[config.mk]
export PLATFORM = sky130hd
export DESIGN_NAME = rv_imm_decode_stage
export DESIGN_NICKNAME = d
export VERILOG_FILES = /design/src/rtl/rv_imm_decode_stage.sv
export SDC_FILE = /design/constraint.sdc
export NUM_CORES = 1
export LEC_CHECK = 0
export CAP_MARGIN = 30
export CORE_MARGIN = 5
export CORE_UTILIZATION = 49
export CTS_CLUSTER_DIAMETER = 120
export DETAILED_ROUTE_END_ITERATION = 12
export PLACE_DENSITY = 0.86
export SYNTH_ARGS = -nofsm -noshare
export SYNTH_HDL_FRONTEND = slang
export SYNTH_SLANG_ARGS = --single-unit
[constraint.sdc]
create_clock -name clk -period 4.1 [get_ports clk]
set_input_delay 1.025 -clock clk [delete_from_list [all_inputs] [get_ports clk]]
set_output_delay 1.025 -clock clk [all_outputs]
set_load 0.02 [all_outputs]
[src/rtl/rv_imm_decode_stage.sv]
// rv_imm_decode_stage: registered RV32/RV64 immediate generator with valid/ready, flush and illegal-format flag
module rv_imm_decode_stage #(
  parameter int XLEN     = 32,
  parameter bit ENABLE_C = 1'b1
) (
  input  logic            clk,
  input  logic            rst_n,
  input  logic            flush,
  input  logic            in_valid,
  output logic            in_ready,
  input  logic [31:0]     instruction,
  input  logic [5:0]      instruction_format,
  input  logic [3:0]      c_kind,
  output logic            out_valid,
  input  logic            out_ready,
  output logic [XLEN-1:0] immediate,
  output logic            illegal
);
  logic [31:0]     i;
  logic [5:0]      f;
  logic            fmt_onehot;
  logic [63:0]     imm64;
  logic            bad;
  logic            accept;
  logic            out_valid_d, out_valid_q;
  logic            illegal_d, illegal_q;
  logic [XLEN-1:0] imm_d, imm_q;
  logic            unused_bits;
  assign i          = instruction;
  assign f          = instruction_format;
  assign fmt_onehot = (f != 6'd0) && ((f & (f - 6'd1)) == 6'd0);
  // built at 64 bits with sign already replicated, then truncated to XLEN
  always_comb begin
    imm64 = '0;
    bad   = 1'b0;
    if (c_kind == 4'd0) begin
      bad   = !fmt_onehot;
      imm64 = f[4] ? {{52{i[31]}}, i[31:20]} :
              f[3] ? {{52{i[31]}}, i[31:25], i[11:7]} :
              f[2] ? {{51{i[31]}}, i[31], i[7], i[30:25], i[11:8], 1'b0} :
              f[1] ? {{32{i[31]}}, i[31:12], 12'b0} :
              f[0] ? {{43{i[31]}}, i[31], i[19:12], i[20], i[30:21], 1'b0} : 64'd0;
    end else begin
      bad = !ENABLE_C;
      case (c_kind)
        4'd1: imm64 = {{58{i[12]}}, i[12], i[6:2]};
        4'd2: imm64 = {{46{i[12]}}, i[12], i[6:2], 12'b0};
        4'd3: imm64 = {{54{i[12]}}, i[12], i[4:3], i[5], i[2], i[6], 4'b0};
        4'd4: imm64 = {56'd0, i[3:2], i[12], i[6:4], 2'b0};
        4'd5: imm64 = {56'd0, i[8:7], i[12:9], 2'b0};
        4'd6: imm64 = {54'd0, i[10:7], i[12:11], i[5], i[6], 2'b0};
        4'd7: imm64 = {57'd0, i[5], i[12:10], i[6], 2'b0};
        4'd8: imm64 = {{55{i[12]}}, i[12], i[6:5], i[2], i[11:10], i[4:3], 1'b0};
        4'd9: imm64 = {{52{i[12]}}, i[12], i[8], i[10:9], i[6], i[7], i[2], i[11], i[5:3], 1'b0};
        default: bad = 1'b1;
      endcase
    end
  end
  assign in_ready = !out_valid_q || out_ready;
  assign accept   = in_valid && in_ready;
  // flush wins over both a new accept and a held entry
  always_comb begin
    out_valid_d = flush ? 1'b0 : accept ? 1'b1 : (out_valid_q && out_ready) ? 1'b0 : out_valid_q;
    imm_d       = (accept && !flush) ? (bad ? '0 : imm64[XLEN-1:0]) : imm_q;
    illegal_d   = (accept && !flush) ? bad : illegal_q;
  end
  always_ff @(posedge clk or negedge rst_n) begin
    if (!rst_n) begin
      out_valid_q <= 1'b0;
      imm_q       <= '0;
      illegal_q   <= 1'b0;
    end else begin
      out_valid_q <= out_valid_d;
      imm_q       <= imm_d;
      illegal_q   <= illegal_d;
    end
  end
  assign out_valid   = out_valid_q;
  assign immediate   = imm_q;
  assign illegal     = illegal_q;
  assign unused_bits = ^{i[1:0], imm64};
endmodule

==> parameters.txt <==
Parameter                              Value

Placed design
  # port buffers    79
  Post-detailed-placement half-perimeter wirelength    5.221 mm
  Area of placed instances    3094 um2
  Routability congestion estimate from global placement    0.9265
  Post-Place Setup Slack    0.6428 ns

Logic synthesis
  Post-synthesis instance total    264
  Count of distinct cell types in the synthesized netlist    47
  Number of enable flip-flop cells after synthesis    0
  Leading register cell type out of synthesis    dfrtp_1
  Share of synthesized cell area in full adder, half adder and majority cells    0%
  Mean instance size in the synthesized netlist    8.763 um2
  Number of flip-flops and latches in the synthesized netlist    34
  Share of flip-flops with an asynchronous set or reset    100.0%
  Main combinational cell family by area after synthesis    compound AO/OA/AOI/OAI gates
  Multiplexer fraction of the synthesized cell area    0.9735%
  Proportion of synthesized chip area in sequential cells    36.78%
  Synthesized-area fraction occupied by ao, oa, aoi and oai cells    35.26%
  Yosys synthesis warning count    0
  Net count of the mapped netlist    311
  Netlist area before placement    2313 um2
  Simple-Gate Fraction of Synth Area    19.74%
  Xor-xnor portion of the synthesized cell area    1.136%

Route
  Via count normalized by instance count    6.275
  DRT Pass-1 Iters    6
  Average wire length per cell after detail routing    18.10 um
  Vias after detailed routing    2,422
  Final wirelength    6.987 mm
  DR DRC count    0
  Starting DRC count in detailed routing    250
  Number of nets still failing antenna checks after routing    0

STA
  Final critical-path setup slack    0.8522 ns
  Min Tclk post-route    3.248 ns
  Number of endpoints with negative hold slack in the final report    0
  Max-slew violation count    0
  Hold_ws    0.5035 ns
  Final Cycle Share    79.21%
  Relative slew slack    59.92%
  Final Setup Violations    0
  Unrepaired setup endpoints after global routing    no
  Sum of negative setup slack    0 ns
  Actual slew at the worst max-slew pin    0.5990 ns
  Max Fclk    0.3079 GHz
  Skew final    0.002321 ns

CTS
  Clk slew on worst S/H paths    0.07 ns
  Largest buffer count on any clock path    2
  Count of hold-fix buffers inserted at cts    0
  CTS root buf    clkbuf_8
  Number of sinks handled by clock tree synthesis    34
  Number of levels the H-tree was split into    2
  Number of setup buffers added after CTS    0
  Post_cts resized    0
  TritonCTS clock tree    yes
  Total clock buffers created by CTS    5
  Clk Latency, worst-skew pair    0.30 ns

Pwr
  Tot Pwr    958.9 uW
  Power density normalized to cell area    300.7 nW/um2
  Largest vdd supply drop    0.1682 mV
  Cell leakage power    1.258 nW

GRT
  Initial antenna violation count    0
  Via count of the first global-routing pass    2,240
  First-pass GRT wire length    11.34 mm
  Overflow left after global routing    0
  Gr usage total    23.25%
  Maximum number of pins on one net before global-route repair    35

Floorplanning
  Initial cell density of the core    49.64%
  Placeable core region    4661 um2
  Die height    78.71 um
  Boundary pin count    82
  Die boundary width    78.71 um
  Die Footprint    6195 um2
  Cell row count    25

Setup path
  Arrival time of the worst setup path    2.22 ns
  Standard cell with the maximum stage delay on the critical path    clkdlybuf4s50_1
  Critical path endpoint category    output port
  Cell repeated most along the worst path    clkdlybuf4s50_1
  Worst Path Class, Setup    input pin to output port
  Largest driver fanout on the critical path    3
  List of cells traversed by the critical path    clkdlybuf4s50_1 -> nand2b_1 -> clkdlybuf4s50_1
  Critical path startpoint category    input pin
  Largest stage delay on the critical path    0.61 ns
  Worst path required time    3.07 ns
  Setup slack, reg-to-reg    2.17 ns

Final layout
  Final design area excluding fillers    3189 um2
  Share of layout cells above drive strength 1    6.928%
  Total number of nets in the final design    378
  Area overhead of the layout relative to synthesis    37.86%
  Antenna Diode Count    0

Hold path
  Worst min-delay path category    flip-flop to flip-flop

Outcome
  Run status    finished, final reports clean

Job
  Max_cap viols    0
==> cell usage in the layout (no fill, tap or decap), drive strengths merged, types with 4 or more instances in the layout <==
master	synthesis	layout
nand3b	5	5
nand2b	4	4
buf	12	7
nand3	5	5
a22o	29	29
o21bai	6	6
a21o	4	4
a32o	5	5
nor2	10	10
nand2	18	18
a22oi	5	5
dfrtp	34	34
nor3	6	6
o21ai	25	25
a21oi	26	26
nor2b	20	20
clkdlybuf4s50	0	79
clkbuf	14	6
==> per-layer routing <==
layer  vias to the layer above  GRT usage, %  routed length, um
li1                       1123             -                  -
met1                      1161         32.66               3056
met2                       124         35.23               3281
met3                        14         4.989                499
met4                         0         8.392                150
met5                         -             0                  0
==> worst max-delay path: cells and delay by family <==
family / cells / cell delay, ns
buffers and inverters: 2 / 1.06
and+or+nand+nor: 1 / 0.13
==> power breakdown <==
part | internal [mW] | switching, mW
clock network | 0.135 | 0.127
registers | 0.369 | 0.0206
logic | 0.153 | 0.154
==> stage by stage <==
step	utilization (%)	std cells
2_1_floorplan	-	264
3_3_place_gp	66.39	378
3_5_place_dp	66.39	378
4_1_cts	68.43	386
5_1_grt	68.43	386
6_report	68.43	386
==> cell usage after synthesis, drive strengths merged (2+ instances only) <==
cell	n	share of area, %
buf	12	3.4
xor2	3	1.1
nand4b	2	0.76
nand2b	4	1.1
nor2b	20	5.4
nor2	10	1.7
nand2	18	2.9
or2	2	0.54
dfrtp	34	37
inv	3	0.49
and2	2	0.54
nor3	6	1.3
o21bai	6	1.9
a21oi	26	5.8
nand3b	5	1.6
o21ai	25	5.4
a22o	29	11
a32o	5	2.2
nand3	5	1.1
o211ai	3	0.97
a221oi	2	0.76
a21o	4	1.3
a32oi	3	1.1
mux2	2	0.97
a22oi	5	1.6
nor3b	2	0.87
clkbuf	14	2.3
==> sequential cells by signal (all words and copies together), names as in the netlist <==
name	flops
out_valid	1
immediate	32
illegal	1
==> logic make-up (layout without fill, tap and decap cells) <==
group	count (synthesis)	count (layout)
AO/OA/AOI/OAI	116	116
flip-flops	34	34
AND/OR/NAND/NOR	80	80
multiplexers	2	2
buffers and inverters	29	97
XOR/XNOR	3	3
==> layout make-up <==
| cell class | instances | area [um2] |
|---|---|---|
| clock buffer | 6 | 82.58 |
| clock inverter | 2 | 12.51 |
| fill | 369 | 1471 |
| inverter | 3 | 11.26 |
| multi-input combinational | 201 | 1321 |
| sequential | 34 | 850.8 |
| tap | 54 | 67.56 |
| timing repair buffer | 86 | 843.3 |
==> worst paths after layout <==
path / to / start / cells after the start
max: in_ready / out_ready / 3
max in group asynchronous: immediate[14] / rst_n / 2
min in group asynchronous: immediate[26] / rst_n / 2
min reg2reg: immediate[28] / immediate[28] / 1
max reg2reg: immediate[22] / out_valid / 5
min: immediate[28] / immediate[28] / 1
Note: power is estimated with default switching activity, not from simulation.
